--- src/rtl/alu_pkg.sv ---
// Shared definitions for the ALU instruction sequencer: op encodings,
// instruction-word field positions, sequencer state encoding and a decoder.
package alu_pkg;

    localparam logic [1:0] OP_ADD = 2'b00;
    localparam logic [1:0] OP_SUB = 2'b01;
    localparam logic [1:0] OP_MUL = 2'b10;

    // Instruction word layout: [15:14] op, [13:11] y, [10:8] a, [7:5] b, [4:0] repeat
    localparam int OP_MSB = 15;
    localparam int OP_LSB = 14;
    localparam int Y_MSB  = 13;
    localparam int Y_LSB  = 11;
    localparam int A_MSB  = 10;
    localparam int A_LSB  = 8;
    localparam int B_MSB  = 7;
    localparam int B_LSB  = 5;
    localparam int R_MSB  = 4;
    localparam int R_LSB  = 0;

    typedef logic [0:0] seq_state_t;
    localparam seq_state_t ST_IDLE  = 1'b0;
    localparam seq_state_t ST_ISSUE = 1'b1;

    typedef struct packed {
        logic [1:0] op;
        logic [2:0] y;
        logic [2:0] a;
        logic [2:0] b;
        logic [4:0] rpt;
    } instr_t;

    function automatic instr_t decode_instr(input logic [15:0] word);
        instr_t d;
        d.op  = word[OP_MSB:OP_LSB];
        d.y   = word[Y_MSB:Y_LSB];
        d.a   = word[A_MSB:A_LSB];
        d.b   = word[B_MSB:B_LSB];
        d.rpt = word[R_MSB:R_LSB];
        return d;
    endfunction

endpackage

--- src/rtl/alu_instr_fifo.sv ---
// DEPTH x 16 instruction FIFO with synchronous reset. Push is ignored when
// full and pop is ignored when empty; simultaneous push/pop keeps the count.
module alu_instr_fifo #(
    parameter int DEPTH = 4
) (
    input  logic                     clk,
    input  logic                     rst,
    input  logic                     push,
    input  logic                     pop,
    input  logic [15:0]              wdata,
    output logic [15:0]              rdata,
    output logic                     full,
    output logic                     empty,
    output logic [$clog2(DEPTH):0]   count
);
    import alu_pkg::*;

    localparam int AW = $clog2(DEPTH);

    logic [15:0]   mem_q [DEPTH];
    logic [AW-1:0] wr_ptr_q, wr_ptr_d;
    logic [AW-1:0] rd_ptr_q, rd_ptr_d;
    logic [AW:0]   count_q, count_d;
    logic          push_s;
    logic          pop_s;

    assign full  = (count_q == (AW+1)'(DEPTH));
    assign empty = (count_q == (AW+1)'(0));
    assign count = count_q;
    assign rdata = mem_q[rd_ptr_q];

    // Next-state for the pointers and the occupancy count.
    always_comb begin
        push_s   = push && !full;
        pop_s    = pop && !empty;
        wr_ptr_d = wr_ptr_q;
        rd_ptr_d = rd_ptr_q;
        count_d  = count_q;
        if (push_s) begin
            wr_ptr_d = wr_ptr_q + AW'(1);
        end else begin
            wr_ptr_d = wr_ptr_q;
        end
        if (pop_s) begin
            rd_ptr_d = rd_ptr_q + AW'(1);
        end else begin
            rd_ptr_d = rd_ptr_q;
        end
        case ({push_s, pop_s})
            2'b10:   count_d = count_q + (AW+1)'(1);
            2'b01:   count_d = count_q - (AW+1)'(1);
            default: count_d = count_q;
        endcase
    end

    // Pointer and count registers; reset empties the FIFO.
    always_ff @(posedge clk) begin
        if (rst) begin
            wr_ptr_q <= AW'(0);
            rd_ptr_q <= AW'(0);
            count_q  <= (AW+1)'(0);
        end else begin
            wr_ptr_q <= wr_ptr_d;
            rd_ptr_q <= rd_ptr_d;
            count_q  <= count_d;
        end
    end

    // Storage array; contents need no reset because the count gates reads.
    always_ff @(posedge clk) begin
        if (push_s) begin
            mem_q[wr_ptr_q] <= wdata;
        end
    end

endmodule

--- src/rtl/alu_sequencer.sv ---
// Instruction-issue front end for the eight-register ALU: buffers words,
// issues each one R+1 cycles with held controls, captures sticky overflow
// and counts issued cycles.
module alu_sequencer #(
    parameter int DEPTH = 4
) (
    input  logic        CLK,
    input  logic        RST,
    input  logic        in_valid,
    output logic        in_ready,
    input  logic [15:0] in_data,
    output logic [1:0]  op,
    output logic [2:0]  aindex,
    output logic [2:0]  bindex,
    output logic [2:0]  yindex,
    output logic        issue,
    input  logic        overflow,
    output logic        ovf_sticky,
    input  logic        ovf_clear,
    output logic        busy,
    output logic [15:0] issue_count
);
    import alu_pkg::*;

    localparam int CW = $clog2(DEPTH) + 1;

    seq_state_t  state_q, state_d;
    logic [4:0]  rem_q, rem_d;
    logic [1:0]  op_q, op_d;
    logic [2:0]  yidx_q, yidx_d;
    logic [2:0]  aidx_q, aidx_d;
    logic [2:0]  bidx_q, bidx_d;
    logic        issue_dly_q;
    logic        sticky_q, sticky_d;
    logic [15:0] issue_cnt_q, issue_cnt_d;

    logic          fifo_push_s;
    logic          fifo_pop_s;
    logic [15:0]   fifo_rdata_s;
    logic          fifo_full_s;
    logic          fifo_empty_s;
    logic [CW-1:0] fifo_count_s;
    instr_t        head_s;

    alu_instr_fifo #(.DEPTH(DEPTH)) u_fifo (
        .clk   (CLK),
        .rst   (RST),
        .push  (fifo_push_s),
        .pop   (fifo_pop_s),
        .wdata (in_data),
        .rdata (fifo_rdata_s),
        .full  (fifo_full_s),
        .empty (fifo_empty_s),
        .count (fifo_count_s)
    );

    // in_ready depends only on FIFO state, so a full FIFO never accepts even
    // when the sequencer pops on the same edge.
    assign in_ready    = !fifo_full_s;
    assign fifo_push_s = in_valid && in_ready;
    assign head_s      = decode_instr(fifo_rdata_s);

    assign op          = op_q;
    assign yindex      = yidx_q;
    assign aindex      = aidx_q;
    assign bindex      = bidx_q;
    assign issue       = (state_q == ST_ISSUE);
    assign busy        = (fifo_count_s != CW'(0)) || issue;
    assign ovf_sticky  = sticky_q;
    assign issue_count = issue_cnt_q;

    // Issue FSM: load the head word on pop, count down repeats, reload
    // back-to-back with no gap cycle, fall back to IDLE when drained.
    always_comb begin
        state_d    = state_q;
        rem_d      = rem_q;
        op_d       = op_q;
        yidx_d     = yidx_q;
        aidx_d     = aidx_q;
        bidx_d     = bidx_q;
        fifo_pop_s = 1'b0;
        case (state_q)
            ST_IDLE: begin
                if (!fifo_empty_s) begin
                    fifo_pop_s = 1'b1;
                    state_d    = ST_ISSUE;
                    rem_d      = head_s.rpt;
                    op_d       = head_s.op;
                    yidx_d     = head_s.y;
                    aidx_d     = head_s.a;
                    bidx_d     = head_s.b;
                end else begin
                    state_d = ST_IDLE;
                end
            end
            ST_ISSUE: begin
                if (rem_q != 5'd0) begin
                    rem_d = rem_q - 5'd1;
                end else if (!fifo_empty_s) begin
                    fifo_pop_s = 1'b1;
                    rem_d      = head_s.rpt;
                    op_d       = head_s.op;
                    yidx_d     = head_s.y;
                    aidx_d     = head_s.a;
                    bidx_d     = head_s.b;
                end else begin
                    state_d = ST_IDLE;
                end
            end
            default: begin
                state_d = ST_IDLE;
            end
        endcase
    end

    // Sticky overflow (a set beats a coincident clear) and wrapping issue counter.
    always_comb begin
        if (issue_dly_q && overflow) begin
            sticky_d = 1'b1;
        end else if (ovf_clear) begin
            sticky_d = 1'b0;
        end else begin
            sticky_d = sticky_q;
        end
        if (issue) begin
            issue_cnt_d = issue_cnt_q + 16'd1;
        end else begin
            issue_cnt_d = issue_cnt_q;
        end
    end

    // State and output registers with synchronous reset.
    always_ff @(posedge CLK) begin
        if (RST) begin
            state_q     <= ST_IDLE;
            rem_q       <= 5'd0;
            op_q        <= OP_ADD;
            yidx_q      <= 3'd0;
            aidx_q      <= 3'd0;
            bidx_q      <= 3'd0;
            issue_dly_q <= 1'b0;
            sticky_q    <= 1'b0;
            issue_cnt_q <= 16'd0;
        end else begin
            state_q     <= state_d;
            rem_q       <= rem_d;
            op_q        <= op_d;
            yidx_q      <= yidx_d;
            aidx_q      <= aidx_d;
            bidx_q      <= bidx_d;
            issue_dly_q <= issue;
            sticky_q    <= sticky_d;
            issue_cnt_q <= issue_cnt_d;
        end
    end

endmodule

--- config.mk ---
export PLATFORM = sky130hd
export DESIGN_NAME = alu_sequencer
export DESIGN_NICKNAME = d
export VERILOG_FILES = /design/src/rtl/alu_pkg.sv /design/src/rtl/alu_instr_fifo.sv /design/src/rtl/alu_sequencer.sv
export SDC_FILE = /design/constraint.sdc
export NUM_CORES = 1
export LEC_CHECK = 0
export ABC_CLOCK_PERIOD_IN_PS = 8500
export CORE_MARGIN = 10
export CORE_UTILIZATION = 60
export DETAILED_ROUTE_END_ITERATION = 8
export GPL_ROUTABILITY_DRIVEN = 0
export GPL_TIMING_DRIVEN = 0
export PLACE_DENSITY = 0.95
export SLEW_MARGIN = 10
export SYNTH_ARGS = -nofsm -noshare
export SYNTH_HDL_FRONTEND = slang
export SYNTH_HIERARCHICAL = 1
export SYNTH_SLANG_ARGS = --single-unit
--- constraint.sdc ---
create_clock -name CLK -period 8.5 [get_ports CLK]
set_input_delay 0.85 -clock CLK [delete_from_list [all_inputs] [get_ports CLK]]
set_output_delay 0.85 -clock CLK [all_outputs]
set_load 0.05 [all_outputs]
# Yosys cells after proc, flatten, opt, wreduce, memory -nomap -nowiden
# Memory sizes are Yosys's and may differ from the RTL's. A register that Yosys moved wholly into a read port is not among the register bits.
# Index checks and enable logic that the tools add are counted.
[classes]
add_sub_neg = 6
eq_ne = 4
mux = 27
n_bitwise = 1
n_reduce_logical = 12
[op_table]
columns = ["cell", "count"]
rows = [
  ["$pmux 3 s2", 4],
  ["$mux 3", 6],
  ["$add 16x1->16 const B", 1],
  ["$mux 5", 2],
  ["$pmux 5 s2", 1],
  ["$mux 2", 4],
  ["$mux 1", 7],
  ["$reduce_bool 5->1", 1],
  ["$sub 5x1->5 const B", 1],
  ["$add 2x1->2 const B", 2],
  ["$logic_and 1x1->1", 4],
  ["$pmux 1 s2", 2],
  ["$pmux 2 s2", 1],
  ["$reduce_bool 2->1", 2],
  ["$add 3x1->3 const B", 1],
  ["$eq 3x3->1 const B", 1],
  ["$logic_not 3->1", 1],
  ["$reduce_bool 3->1", 1],
  ["$sub 3x1->3 const B", 1],
  ["$eq 2x1->1 const B", 1],
  ["$eq 2x2->1 const B", 1],
  ["$logic_not 1->1", 2],
  ["$ne 2x2->1 const B", 1],
  ["$logic_or 1x1->1", 1],
  ["$not 1->1", 1],
]
[word_totals]
reg_bits = 42
ram_bits = 64
inputBits = 21
out_inout_bits = 31
wordCells = 63
memories = 1
[memory_table]
columns = ["name", "words", "width", "rd", "rd_ports_with_merged_regs", "wr", "line_no", "rtl"]
rows = [
  ["u_fifo.mem_q", 4, 16, 1, 1, 1, "alu_instr_fifo.sv:20", "logic [15:0] mem_q [DEPTH];"],
]

# Logic depth before layout (Yosys ltp)
[logic_depth]
ltp_word = 7
ltp_mapped = 13
ltp_nobuf = 12

# Cells and area by module
# Netlist, hierarchy kept.
[by_module_without_submodules]
columns = ["mod", "instances", "cells_each", "area_per_inst_um2", "seq_area_each_um2"]
rows = [
  ["alu_instr_fifo", 1, 138, 2821.5, 2102.0],
  ["alu_sequencer", 1, 180, 1676.6, 700.7],
]

# Worst setup path after synthesis
# Ideal clock, no wire load.
[synth_timing]
kind = "reg2reg"
start = "register rem_q[0]"
end = "register u_fifo.count_q[2], in the netlist u_fifo/count[2]"
setup_ps = 70
arrival_time_ps = 2710
required_time_ps = 8430
slack_ps = 5720
path_stages_with_launch = 14
path_buffers = 1
synth_period_minus_slack_ps = 2780
path_cell_list = "dfxtp_1 > inv_1 > ha_1 > or4b_4 > a21oi_4 > buf_12 > o31ai_1 > inv_1 > ha_1 > inv_1 > fa_1 > xor2_1 > or3_1 > a21oi_1"
[synth_between]
elab_chain_len = 6
elab_cells_between_ends = 8
classes_between = "eq/ne: 2; mux: 3; reduce/logical: 3"
[synth_rtl]
columns = ["item", "line_no", "rtl"]
rows = [
  ["from (decl)", "alu_sequencer.sv:28", "logic [4:0] rem_q, rem_d;"],
  ["from (signal assigned)", "alu_sequencer.sv:146", "rem_q <= rem_d;"],
  ["$reduce_bool 5->1 (*)", "alu_sequencer.sv:97", "if (rem_q != 5'd0) begin"],
  ["$mux 1 (*)", "alu_sequencer.sv:97", ""],
  ["$pmux 1 s2 (*)", "alu_sequencer.sv:82", "case (state_q)"],
  ["via fifo_pop_s", "alu_sequencer.sv:38", "logic fifo_pop_s;"],
  ["$logic_and 1x1->1 (*)", "alu_instr_fifo.sv:35", "pop_s = pop && !empty;"],
  ["via u_fifo.pop_s", "alu_instr_fifo.sv:25", "logic pop_s;"],
  ["$eq 2x1->1 or $eq 2x2->1 (tied branches)", "alu_instr_fifo.sv:49", "case ({push_s, pop_s})"],
  ["$pmux 3 s2 or $reduce_bool 2->1 (tied branches)", "--", ""],
  ["to (signal assigned)", "alu_instr_fifo.sv:61", "count_q <= (AW+1)'(0);"],
  ["to (signal assigned)", "alu_instr_fifo.sv:65", "count_q <= count_d;"],
  ["to (decl)", "alu_instr_fifo.sv:23", "logic [AW:0] count_q, count_d;"],
]
# Mark *: on every way through the listed nets, which the timed path passes. The rest lies on a longest branch.
# A chain may end at the register's enable or synchronous reset.

# Worst setup path after layout
# Ends and elaborated chain as after synthesis.

==> qor.csv <==
stage,metric,value,unit
worst_setup_path,CP top delay family,simple AND/OR/NAND/NOR gates,
cells_and_area,end-of-flow core utilization,73.2,%
cts,Num CTS Buffers,9,
logic_synthesis,#FFs+latches synth,108,
pwr,PwrDens,305,mW/mm^2
floorplanning,height of the chip,107,um
cts,clock-pin slew on the worst setup and hold paths,0.10,ns
cells_and_area,Fill cells,477,
pwr,Worst VDD drop,0.000157,V
route,Remaining DRCs,0,
cells_and_area,Area growth syn-to-layout,18.1,%
sta,Final Hold Fails,0,
logic_synthesis,Yosys cell types,45,
worst_setup_path,CP Cell Sequence,"inv_1, ha_1, or4b_4, a21oi_4, buf_12, o31ai_1, inv_1, ha_1, inv_1, fa_1, xor2_1, or3_1, a21oi_1",
grt,vias in the first global route,2815,
sta,slew margin rel.,40.9,%
worst_setup_path,Slowest cell on crit path,or4b_4,
sta,RSZ-0062 raised after global routing,no,
logic_synthesis,sequential share of the synthesized area,62.3,%
cells_and_area,multi-input logic area,0.00154,mm^2
worst_setup_path,Worst EP required,8.81,ns
pwr,Psw,0.593,mW
route,"antenna viol nets, final",0,
worst_setup_path,Critical Path AT,3.42,ns
logic_synthesis,YS warnings,6,
pwr,Logic pwr share,38.8,%
cts,post-CTS sizing,0,
floorplanning,die width,107,um
pwr,Clock power frac,17.8,%
floorplanning,DIE AREA,0.0114,mm^2
cells_and_area,# diodes,0,
cells_and_area,# nets final,409,
sta,setup TNS,0,ns
cts,hold buffers post-CTS,0,
pwr,Sw Share,36.6,%
floorplanning,num ports,52,
route,met3 wire len,436,um
worst_setup_path,CP most frequent cell,inv_1,
cells_and_area,"commonest non-fill, non-tap cells in the layout","64 x edfxtp_1, 51 x clkdlybuf4s50_1, 44 x dfxtp_1",
logic_synthesis,synthesized net count,347,
worst_hold_path,Hold Crit Class,register to register,
route,total routed wirelength,8710,um
sta,clock skew,0.0103,ns
route,drt first pass iters,4,
cts,clk sink count,108,
route,vias per inst,5.71,
pwr,Leakage,1.81,nW
route,WL met2,4580,um
cts,clock latency on the worst-skew pair,0.37,ns
pwr,Reg power frac,43.4,%
floorplanning,# rows,31,
route,highest routed layer,met4,
cells_and_area,"commonest non-fill, non-tap cell in the layout",edfxtp_1,
sta,part of the cycle the worst path needs,36.6,%
cts,Root Buffer,clkbuf_8,
placed_design,"worst slack, placed",5.43,ns
sta,Final Critical Period,3.11,ns
route,Vias,2765,
sta,Peak Freq,0.322,GHz
route,drt initial violations,161,
logic_synthesis,Post-synth top flop,edfxtp_1,
grt,GRT overflow,0,
logic_synthesis,Synth Cell Area,0.00450,mm^2
worst_setup_path,Worst setup EP type,register,
logic_synthesis,Mean Syn Cell Area,14.1,um^2
sta,worst slew pin tran,0.886,ns
outcome,status,finished clean,
cts,CTS tree,built,
logic_synthesis,number of synthesized flops with an enable pin,64,
grt,initial antenna violation count,0,
placed_design,Buffers on Ports,51,
worst_setup_path,WS Path Type,register to register,
flow_run,Max Cap Viol,0,
sta,Min Hold Slack,0.451,ns
sta,max-slew violations,0,
cells_and_area,FF/Latch Area,0.00280,mm^2
worst_setup_path,buffers and inverters on the worst path,4,
worst_setup_path,max incr delay on CP,0.53,ns
route,Metal-1 WL,3540,um
worst_setup_path,startpoint types,register,
logic_synthesis,Post-Syn Instances,318,
pwr,cell-internal power,1.03,mW
sta,# setup viols final,0,
cells_and_area,share of layout cells above drive strength 1,11.7,%
cts,CTS H-tree depth,3,
floorplanning,Starting Density,62.0,%
placed_design,Post-DP HPWL,6200,um
cts,"Setup Fix Bufs, Post-CTS",0,
logic_synthesis,"Async S/R FF share, synth",0,%
grt,GR Util All Layers,15.8,%
cts,CTS Buffer Depth,2,
worst_setup_path,critical path peak fanout,11,
grt,first-pass GRT wire length,14100,um
sta,worst setup margin,5.39,ns
floorplanning,core area,0.00725,mm^2
route,routed len/inst,18.0,um
grt,largest net degree at the start of global routing,20,
==> final cells by class <==
cell class | instances | share of cell area (%)
Buffer | 15 | 1.91
Clock buffer | 9 | 2.33
Clock inverter | 7 | 1.06
Inverter | 14 | 0.989
Multi-Input combinational cell | 181 | 29.0
Sequential cell | 108 | 52.8
Tap cell | 99 | 2.33
Timing Repair Buffer | 51 | 9.61
==> state kept, by name, summed over array words and instances (netlist names), named ones only <==
register	flops
issue_dly_q	1
op	2
ovf_sticky	1
u_fifo/mem_q	64
yindex	3
aindex	3
u_fifo/wr_ptr_q	2
bindex	3
u_fifo/count	3
issue	1
rem_q	5
issue_count	16
u_fifo/rd_ptr_q	2
==> final timing paths <==
check                               from                      endpoint  slack [ns]  cells past startpoint
setup reg to reg     rem_q[0]$_SDFF_PP0_  u_fifo/count[2]$_SDFFE_PP0P_        5.39                     13
hold / removal    issue_dly_q$_SDFF_PP0_       ovf_sticky$_SDFFE_PP0P_        0.45                      2
setup / recovery     rem_q[0]$_SDFF_PP0_  u_fifo/count[2]$_SDFFE_PP0P_        5.39                     13
hold reg to reg   issue_dly_q$_SDFF_PP0_       ovf_sticky$_SDFFE_PP0P_        0.45                      2
==> kinds of logic (layout without fill, tap and decap cells) <==
family                     count (synthesis)  count (layout)  share of synthesized area [%]
DFF                                      108             108                           62.3
and+or+nand+nor                           96              96                           12.6
muxes                                     35              35                           12.9
AOI/OAI and AO/OA                         34              34                           4.90
buffers and inverters                     29              96                           3.42
adders and majority gates                  8               8                           2.39
xor gates and xnor gates                   8               8                           1.56
==> worst register-to-register path, cell delays in order, from the launching register on <==
cell and delay, ns:
dfxtp_1 0.35, inv_1 0.06, ha_1 0.20, or4b_4 0.53
a21oi_4 0.26, buf_12 0.18, o31ai_1 0.13, inv_1 0.08
ha_1 0.19, inv_1 0.08, fa_1 0.38, xor2_1 0.16
or3_1 0.31, a21oi_1 0.14
==> cell usage after synthesis, drive strengths merged, types with 5 or more instances <==
cell type | number | area (um^2)
edfxtp | 64 | 1920
dfxtp | 44 | 881
nand2b | 27 | 169
mux4 | 16 | 383
a21oi | 15 | 86.3
mux2i | 15 | 150
nor2 | 15 | 56.3
inv | 14 | 52.6
nand2 | 10 | 37.5
buf | 9 | 78.8
or3 | 9 | 57.6
ha | 7 | 87.6
clkbuf | 6 | 22.5
nand4 | 6 | 43.8
nor2b | 6 | 37.5
o21ai | 6 | 30.0
xor2 | 6 | 52.6
o31ai | 5 | 37.5
or4 | 5 | 37.5
==> routing by layer <==
metal	vias to the layer above	global-route usage (%)
li1	1314	-
met3	12	4.19
met2	72	28.4
met4	0	6.77
met1	1367	17.0
met5	-	0
==> power by group through the flow <==
stage / clock network [mW] / logic (mW) / registers, mW
final: 0.289 / 0.629 / 0.704
after global routing: 0.316 / 0.669 / 0.714
after CTS: 0.295 / 0.635 / 0.704
after detailed placement: 0 / 0.632 / 0.715
after global placement: 0 / 0.608 / 0.708
after floorplan: 0 / 0.363 / 0.806
==> metrics by stage <==
step / total power [mW] / instance area, um^2 / cells
global route: 1.70 / 5310 / 484
global placement: 1.32 / 5130 / 468
CTS: 1.63 / 5310 / 484
detailed placement: 1.35 / 5130 / 468
floorplan: 1.17 / 4500 / 318
finish: 1.62 / 5310 / 484
Note: power is estimated with default switching activity, not from simulation.
==> edit, RTL diff (same flow settings) <==
`DEPTH` is set to 4 in 2 places; all go to 8.
--- a/src/rtl/alu_instr_fifo.sv
+++ b/src/rtl/alu_instr_fifo.sv
@@ -2,5 +2,5 @@
 // full and pop is ignored when empty; simultaneous push/pop keeps the count.
 module alu_instr_fifo #(
-    parameter int DEPTH = 4
+    parameter int DEPTH = 8
 ) (
     input  logic                     clk,
--- a/src/rtl/alu_sequencer.sv
+++ b/src/rtl/alu_sequencer.sv
@@ -3,5 +3,5 @@
 // and counts issued cycles.
 module alu_sequencer #(
-    parameter int DEPTH = 4
+    parameter int DEPTH = 8
 ) (
     input  logic        CLK,
Behaviour: not the same (a bounded check fails within 10 cycles, from zero or initial values and one cycle with RST high).
==> edit against the original RTL <==
  * The flow now finishes with violations (DRC)
  * Wire length is 86% higher
  * Count of clock-buffer cells in the layout is 10 higher
  * Final area is 63% higher
  * Die area is 48% higher
  * Critical path type unchanged
  * Largest power group unchanged
  * Setup slack worse by 0.34 ns
  * Area after synthesis is 60% higher
  * Sequential cell count is 68 higher
  * Power is 77% higher
==> edit: results (changes against the original RTL) <==
stage	metric	value	unit	change
status	status	finished with violations		was complete, no violations
status	violations	DRC		
power_and_ir_drop	intPower	0.00199	W	was 0.00103 W
logic_synthesis	seq_area_frac_synth	66.8	%	was 62.3%
detailed_routing	met3_length	1220	µm	was 436 µm
worst_setup_path	cp.arrival	3.77	ns	was 3.42 ns
power_and_ir_drop	p_clk	0.000883	W	was 0.000289 W
final_layout	seq_area	0.00480	mm²	was 0.00280 mm²
final_layout	buffers_excl_clock	82		was 66
final_layout	num-multi-input-gates	236		was 181
power_and_ir_drop	ir_drop	177	µV	was 157 µV
final_layout	multi_input_area_share	26.0	%	was 29.0%
final_layout	fin_nets	548		was 409
logic_synthesis	synth_nets	469		was 347
logic_synthesis	synth_edf_count	128		was 64
logic_synthesis	synth_seq_cells	176		was 108
worst_hold_path	hp-start	issue_dly_q$_SDFF_PP0_		unchanged
worst_setup_path	timing.rr.end	u_fifo/count[3]$_SDFFE_PP0P_		was u_fifo/count[2]$_SDFFE_PP0P_
timing	skew	0.00698	ns	was 0.0103 ns
clock_network	numCtsBuffers	17		was 9
logic_synthesis	synthArstFlopShare	0	%	unchanged
global_route	grt_max_degree	17		was 20
timing	relSlewSlack	39.9	%	was 40.9%
power_and_ir_drop	leakagePower	2.88	nW	was 1.81 nW
final_layout	drive_gt1_share	22.6	%	was 11.7%
clock_network	ctsHtreeMaxLevel	4		was 3
clock_network	clockRootBuffer	clkbuf_16		was clkbuf_8
detailed_routing	via_per_inst	6.32		was 5.71
detailed_routing	drc	1		was 0
worst_setup_path	cp-end-kind	register		unchanged
clock_network	clock_path_buffers	2		unchanged
clock_network	clock_latency	0.43	ns	was 0.37 ns
global_route	grt_pass1_vias	4460		was 2815
final_layout	largest_reg_flops	128		was 64
final_layout	nonClkBufAreaFrac	8.54	%	was 11.5%
detailed_routing	wire_per_inst	24.0	µm	was 18.0 µm
final_layout	nFillCells	616		was 477
final_layout	nClkBuffers	19		was 9
worst_setup_path	critPathTopFamily	compound AO/OA/AOI/OAI gates		was simple AND/OR/NAND/NOR gates
global_route	grt_pass1_wl	25400	µm	was 14100 µm
global_route	grt_usage	20.3	%	was 15.8%
logic_synthesis	ys_types	51		was 45
final_layout	clk_share	7.74	%	was 3.39%
detailed_routing	dr_wl_met2	8400	µm	was 4580 µm
power_and_ir_drop	pwr-share-clk	30.8	%	was 17.8%
logic_synthesis	synth_common_cells	edfxtp_1, dfxtp_1, mux4_2		was edfxtp_1, dfxtp_1, nand2b_1
placement	dp.final_hpwl	10600	µm	was 6200 µm
detailed_routing	drt-met1-wl	6060	µm	was 3540 µm
logic_synthesis	synth_area_leaders	edfxtp_1, dfxtp_1, mux4_2		unchanged
clock_network	path_clk_slew	0.06	ns	was 0.10 ns
detailed_routing	firstDrtPassIters	8		was 4
worst_setup_path	path_max_fanout	10		was 11
worst_setup_path	rrSetupSlack	5.05	ns	was 5.39 ns
final_layout	inv_count	7		was 14
worst_setup_path	r2r_cells	11		was 13
power_and_ir_drop	seq_power	0.00110	W	was 0.000704 W
detailed_routing	drt_iter0_markers	337		was 161
## edit: cell families after synthesis
kind of cell,after synthesis,share of synthesized area [%]
compound gates,34,3.22
xor+xnor,12,1.56
fa+ha+maj,7,1.22
buf+inv,29,2.31
flops,176,66.8
mux,69,15.5
simple gates,114,9.41
## edit: worst min-delay path, delay by kind of cell, from the launching register on
family / cells / cell delay (ns)
flops: 1 / 0.30
simple gates: 1 / 0.05
compound gates: 1 / 0.05
## edit: layer usage
layer  global-route usage, %  vias to the layer above
met5                       0                        -
met4                    11.2                        0
met3                    5.38                       42
met2                    34.4                      224
met1                    23.1                     2129
li1                        -                     1869
## edit: through the flow
stage          cell area, µm²  setup slack (ns)  hold slack, ns  cells  util, %
2_1_floorplan            7200              5.07           0.429    441        -
3_3_place_gp             7890              3.43           0.446    635     68.2
3_5_place_dp             8010              5.13           0.447    644     69.3
4_1_cts                  8680              5.10           0.456    675     75.1
5_1_grt                  8680              4.91           0.490    675     75.1
6_report                 8680              5.05           0.449    675     75.1
